==> src/rtl/agg_sram_pkg.sv <==
// agg_sram_pkg: shared widths, line type and write-FSM state for the SRAM write aggregator
package agg_sram_pkg;
  localparam int DATA_WIDTH = 16;
  localparam int FETCH_WIDTH = 4;
  localparam int ADDR_WIDTH = 8;
  typedef logic [FETCH_WIDTH-1:0][DATA_WIDTH-1:0] line_t;
  typedef enum logic {IDLE, WRITE} wr_state_t;
endpackage

==> src/rtl/agg_line_buffer.sv <==
// agg_line_buffer: one FETCH_WIDTH-word line with word write, pending flag and release-to-zero
module agg_line_buffer import agg_sram_pkg::*; #(
  parameter int DATA_WIDTH = agg_sram_pkg::DATA_WIDTH,
  parameter int FETCH_WIDTH = agg_sram_pkg::FETCH_WIDTH
) (
  input  logic clk,
  input  logic rst_n,
  input  logic clk_en,
  input  logic clear,
  input  logic wr_en,
  input  logic [$clog2(FETCH_WIDTH)-1:0] widx,
  input  logic [DATA_WIDTH-1:0] wdata,
  input  logic close,
  input  logic rel,
  output logic pending,
  output logic [FETCH_WIDTH-1:0][DATA_WIDTH-1:0] line
);
  always_ff @(posedge clk or negedge rst_n)
    if (!rst_n) begin
      line <= '0;
      pending <= 1'b0;
    end else if (clk_en) begin
      if (clear || rel) begin
        line <= '0;
        pending <= 1'b0;
      end else begin
        if (wr_en) line[widx] <= wdata;
        if (close) pending <= 1'b1;
      end
    end
endmodule

==> src/rtl/agg_sram_writer.sv <==
// agg_sram_writer: packs a 16-bit word stream into double-buffered 4-word lines and writes them to the SRAM bank
module agg_sram_writer import agg_sram_pkg::*; #(
  parameter int DATA_WIDTH = agg_sram_pkg::DATA_WIDTH,
  parameter int FETCH_WIDTH = agg_sram_pkg::FETCH_WIDTH,
  parameter int ADDR_WIDTH = agg_sram_pkg::ADDR_WIDTH
) (
  input  logic clk,
  input  logic rst_n,
  input  logic clk_en,
  input  logic [ADDR_WIDTH-1:0] start_addr,
  input  logic clear,
  input  logic [DATA_WIDTH-1:0] data_in,
  input  logic data_in_valid,
  output logic data_in_ready,
  input  logic flush,
  input  logic mem_wr_grant,
  output logic [ADDR_WIDTH-1:0] mem_addr_in_bank,
  output logic mem_cen_in_bank,
  output logic mem_wen_in_bank,
  output logic [FETCH_WIDTH-1:0][DATA_WIDTH-1:0] mem_data_in_bank,
  output logic [15:0] lines_written,
  output logic busy
);
  localparam int IW = $clog2(FETCH_WIDTH);
  wr_state_t state, state_nxt;
  logic [IW-1:0] widx;
  logic fsel, dsel, accept, last, close, fire;
  logic [1:0] pend;
  logic [FETCH_WIDTH-1:0][DATA_WIDTH-1:0] bufs [2];
  logic [ADDR_WIDTH-1:0] wr_ptr;
  assign data_in_ready = clk_en & ~pend[fsel] & ~clear;
  assign accept = data_in_valid & data_in_ready;
  assign last = widx == IW'(FETCH_WIDTH - 1);
  assign close = clk_en & ~clear & ((accept & last) | (flush & (accept | (widx != '0))));
  assign fire = mem_cen_in_bank & mem_wr_grant & ~clear;
  assign busy = (widx != '0) | (|pend);
  for (genvar b = 0; b < 2; b++) begin : g_buf
    agg_line_buffer #(.DATA_WIDTH(DATA_WIDTH), .FETCH_WIDTH(FETCH_WIDTH)) u_buf (
      .clk(clk),
      .rst_n(rst_n),
      .clk_en(clk_en),
      .clear(clear),
      .wr_en(accept & (fsel == 1'(b))),
      .widx(widx),
      .wdata(data_in),
      .close(close & (fsel == 1'(b))),
      .rel(fire & (dsel == 1'(b))),
      .pending(pend[b]),
      .line(bufs[b])
    );
  end
  always_ff @(posedge clk or negedge rst_n)
    if (!rst_n) begin
      widx <= '0;
      fsel <= 1'b0;
      dsel <= 1'b0;
      wr_ptr <= '0;
      lines_written <= '0;
    end else if (clk_en) begin
      if (clear) begin
        widx <= '0;
        fsel <= 1'b0;
        dsel <= 1'b0;
        wr_ptr <= start_addr;
        lines_written <= '0;
      end else begin
        widx <= close ? '0 : accept ? widx + 1'b1 : widx;
        fsel <= fsel ^ close;
        dsel <= dsel ^ fire;
        wr_ptr <= wr_ptr + ADDR_WIDTH'(fire);
        lines_written <= lines_written + 16'(fire & ~&lines_written);
      end
    end
  always_ff @(posedge clk or negedge rst_n)
    if (!rst_n) state <= IDLE;
    else state <= state_nxt;
  always_comb begin
    state_nxt = !clk_en ? state :
                clear ? IDLE :
                fire ? ((pend[~dsel] | (close & (fsel != dsel))) ? WRITE : IDLE) :
                (close & (state == IDLE)) ? WRITE : state;
  end
  always_comb begin
    mem_cen_in_bank = clk_en & (state == WRITE);
    mem_wen_in_bank = mem_cen_in_bank;
    mem_addr_in_bank = wr_ptr;
    mem_data_in_bank = bufs[dsel];
  end
endmodule

==> config.mk <==
export PLATFORM = sky130hd
export DESIGN_NAME = agg_sram_writer
export DESIGN_NICKNAME = d
export VERILOG_FILES = /design/src/rtl/agg_sram_pkg.sv /design/src/rtl/agg_line_buffer.sv /design/src/rtl/agg_sram_writer.sv
export SDC_FILE = /design/constraint.sdc
export NUM_CORES = 1
export LEC_CHECK = 0
export CAP_MARGIN = 20
export CORE_ASPECT_RATIO = 1.5
export CORE_UTILIZATION = 51
export CTS_CLUSTER_DIAMETER = 50
export DETAILED_ROUTE_END_ITERATION = 8
export HOLD_SLACK_MARGIN = 0.05
export PLACE_DENSITY = 0.77
export SYNTH_ARGS = -nofsm -noshare
export SYNTH_HDL_FRONTEND = slang
export SYNTH_SLANG_ARGS = --single-unit
==> constraint.sdc <==
create_clock -name clk -period 3.7 [get_ports clk]
set_input_delay 0.37 -clock clk [delete_from_list [all_inputs] [get_ports clk]]
set_output_delay 0.37 -clock clk [all_outputs]
set_load 0.02 [all_outputs]
# Yosys cells after proc, flatten, opt, wreduce, memory -nomap -nowiden
# Index checks and enable logic that the tools add are counted.
# W data, S select, Z words.
# classes
add_sub_neg,3
n_lt_le_gt_ge,5
eq_ne,2
n_mux,30
n_bitwise,31
reduce_logical,19
# ops
operator,n
$mux W64,7
$bwmux W64,2
$demux W16 S2,1
$mux W16,2
$and A1 B1 Y1,19
$add A16 B1 Y16,1
$reduce_and A16 Y1,1
$mux W1,14
$reduce_and A2 Y1,6
$reduce_bool A2 Y1,5
$add A8 B1 Y8,1
$mux W8,1
$mux W2,3
$reduce_bool A3 Y1,2
$not A1 Y1,5
$lt A1 B2 Y1 const B,2
$or A1 B1 Y1,4
$lt A2 B3 Y1 const B,1
$add A2 B1 Y2 const B,1
$eq A2 B2 Y1 const B,1
$ge A2 B1 Y1 const B,1
$ge A2 B2 Y1 const B,1
$logic_or A1 B1 Y1,2
$not A1 Y2,1
5 further kinds,6
# word_totals
reg_bits,159
output_inout_bits,92

# Logic depth before layout (Yosys ltp)
# depth
word_depth,15
mapped_depth,11

# Hierarchy
# A second synthesis with hierarchy kept.
# hier_totals
hier_cells,621
area_unflattened_um2,7656.1
# by_module_without_submodules
mod,instances,cells_per_inst,area_each_um2,seq_area_each_um2
agg_sram_writer,1,279,2670.1,725.7
agg_line_buffer at g_buf[0].u_buf,1,171,2546.2,1626.6
agg_line_buffer at g_buf[1].u_buf,1,171,2439.8,1626.6

# Least setup slack after synthesis
# Ideal clock, no wire load.
# synth_path
path_type,input-to-reg
startpoint,input clear
endpoint,register g_buf[0].u_buf.line[10] (netlist name)
setup_time_ns,0.066
arrival_time_ns,2.756
required_ns,3.634
path_slack_ns,0.878
cell_stages,11
path_buffers,5
cell_sequence,clkbuf_1 > buf_1 > buf_1 > nor2_1 > ha_1 > clkbuf_1 > nor2_1 > nor2_1 > a21oi_1 > clkbuf_1 > a22o_1
# synth_between
elab_chain_cells,6
elab_cells_between_ends,10
# synth_lines
element,line,source
from (decl),agg_sram_writer.sv:11,"input logic clear,"
$not A1 Y1,"agg_sram_writer.sv:31, agg_sram_writer.sv:35",
"$and A1 B1 Y1, on equally long branches","agg_sram_writer.sv:31, agg_sram_writer.sv:35",
"$and A1 B1 Y1, on equally long branches","agg_sram_writer.sv:32, agg_sram_writer.sv:47",
$and A1 B1 Y1 / $logic_or A1 B1 Y1 (equally long branches),"agg_sram_writer.sv:43, agg_line_buffer.sv:23",
$reduce_bool A2 Y1 (no line),-,
$reduce_and A2 Y1 (no line),-,
"to (signal, indexed assignment)",agg_line_buffer.sv:27,if (wr_en) line[widx] <= wdata;
to (decl),agg_line_buffer.sv:16,output logic [FETCH_WIDTH-1:0][DATA_WIDTH-1:0] line
# Several ways; a longest one is shown, not always the timed one.
# A chain may end at the register's enable or synchronous reset.

==> run metrics <==
Reg2Reg Setup Slack 1.07 ns; commonest cells after routing, fill and taps aside dfrtp_1 (158), a22o_1 (130), clkdlybuf4s50_1 (121); Pleak 4.15 nW; Final Hold Fails 0; worst skew pair latency 0.42 ns; area of the multi-input gates 3050 sq um; prevailing post-synth register cell dfrtp_1; Post-Syn Instances 607; CP required 3.33 ns; drt pass-1 iters 5; via count 5622; area share of the largest cell type after synthesis 54.2%; maxcap violations 0; distinct cell type count after synthesis 43; number of global-route vias before repair 5778; path category of the worst min-delay check input pin to async pin; CTS Buf Count 17; final instance area 9220 sq um; Worst Setup End Kind primary output; Syn Std Cell Area 7340 sq um; arrival time of the worst setup path 2.70 ns; crit-path max cell delay 0.88 ns; Slew HR 39.1%; first-pass GRT wire length 31300 um; fill cell count 1102; area of placed instances 8640 sq um; initial antenna violation count 0; # IOs 123; largest net degree at the start of global routing 100; # rows 53; syn_nets 648; Cell Pwr Density 468 nW/um^2; Die Area 14900 sq um; min Tclk post-route 3.07 ns; gp weighted congestion 0.866; Layout area overhead 25.6%; FF+latch area 3980 sq um; average wire per standard cell 21.1 um; Final #Nets 743; final antenna-violating net count 0; total wire length 19100 um; biggest area consumer among synthesized cells dfrtp_1; postcts setup bufs 0; CTS tree yes; VDD IR max 0.323 mV; Vias per Instance 6.20; Post-synth EDFFs 0; clk buf depth 2; # port buffers 122; Inserted Diodes 0; DRC 0; Final Max Slew Viols 0; fin crit share 83.0%; worst path cell trace buf_4 -> mux2_2 -> clkdlybuf4s50_1; worst r2r src lines_written[4]$_DFFE_PN0P_; Worst Clk Skew 0.00497 ns; Vert. Die Dim 149 um; worst-margin pin slew 0.913 ns; Avg Cell Area, Syn 12.1 sq um; hold_ws 0.0624 ns; # hold bufs at CTS 0; CP max stage cell dfrtp_2; DP HPWL 12900 um; layout cells sized above 1 16.9%; critical path class flip-flop to primary output; Core Box Area 14100 sq um; Worst setup startpoint dsel$_DFFE_PN0P_; root buf cell clkbuf_16; die width 100 um; final setup fails 0; unrepaired setup endpoints after global routing no; CP Max Fanout 33; status completed; flops & latches, synth 159; grt ovf 0; top cells by area, synth dfrtp_1 (54%), a22o_1 (16%), mux2_2 (10%); CTS clock-pin slew for the worst setup and hold paths 0.06 ns; commonest non-fill, non-tap cell in the layout dfrtp_1; async set or reset register ratio after synthesis 100%; Synth Warn # 0; CTS resizes 0; sequential element share of the synthesized area 54.2%; maximum clock rate 0.326 GHz; # H-tree levels 4; CTS sink count 159; GRT Resource Usage Total 27.5%; Starting DRT DRC Count 316; Setup TNS 0 ns; Critical Path Start Type flip-flop; Util after Layout 65.6%; initial cell density of the core 52.2%
==> Yosys cell counts (2+ instances only) <==
library cell and number:
a21oi_1 25, a221o_1 2, a22o_1 130, a22oi_1 2, a31o_2 3, a31oi_1 2, and2_1 5, and3_1 5
buf_1 23, buf_4 6, buf_6 4, clkbuf_1 26, dfrtp_1 159, ha_1 10, inv_1 7, mux2_2 65
mux2i_1 9, nand2_1 23, nand2b_1 2, nand3_1 13, nand4_1 2, nor2_1 25, nor3_1 10, nor3b_1 2
nor3b_4 4, nor4_1 4, o21ai_0 13, o2bb2ai_1 9, o311ai_0 3
==> layer usage <==
| layer | vias up | GRT usage [%] | wire [um] |
|---|---|---|---|
| met5 | - | 0 | 0 |
| met4 | 0 | 12.6 | 658 |
| met3 | 41 | 6.00 | 1270 |
| met2 | 243 | 47.4 | 9930 |
| met1 | 2869 | 32.6 | 7280 |
| li1 | 2469 | - | - |
==> flip-flops by register name (all words and copies together), names as in the netlist <==
signal	flops
state	1
g_buf.u_buf.pending	2
fsel	1
g_buf.u_buf.line	128
dsel	1
mem_addr_in_bank	8
widx	2
lines_written	16
==> kinds of logic after synthesis <==
family                     count (synthesis)  synth area share (%)
muxes                                     74                  11.2
DFF                                      159                  54.2
adders and majority gates                 10                  1.70
xor gates and xnor gates                   1                 0.119
buffers and inverters                     68                  4.21
AOI/OAI and AO/OA                        196                  21.3
and+or+nand+nor                           99                  7.23
==> report_power, final <==
group          total, mW  leakage (nW)  internal, mW  switching [mW]
Clock               1.70         0.278         0.981           0.716
Sequential          1.94          2.18          1.85          0.0951
Combinational      0.678          1.68         0.312           0.366
==> worst max-delay path, delay by kind of cell, from the launching register on <==
kind	cells	cell delay, ns
buffers and inverters	2	0.98
muxes	1	0.40
DFF	1	0.88
==> stage by stage <==
stage	instances	power (mW)	setup WS, ns
floorplan	607	2.34	0.878
global placement	875	2.62	0.697
detailed placement	875	2.65	0.666
CTS	907	4.34	0.611
global route	907	4.48	0.516
finish	907	4.32	0.628
==> area by class of cell <==
cell class / instances / share of cell area, %
Sequential cell: 159 / 43.2
Multi-Input combinational cell: 380 / 33.1
Timing Repair Buffer: 136 / 14.5
Clock buffer: 20 / 5.06
Tap cell: 192 / 2.61
Clock inverter: 12 / 1.21
Inverter: 8 / 0.326
==> final timing paths <==
kind / end / depth (start not counted)
max: mem_data_in_bank[39] / 3
min: g_buf[1].u_buf.line[61]$_DFFE_PN0P_ / 1
max reg2reg: lines_written[15]$_DFFE_PN0P_ / 8
min reg2reg: g_buf[0].u_buf.line[1]$_DFFE_PN0P_ / 1
max in group asynchronous: g_buf[1].u_buf.line[15]$_DFFE_PN0P_ / 2
min in group clk: g_buf[0].u_buf.line[1]$_DFFE_PN0P_ / 1
Note: power is estimated with default switching activity, not from simulation.
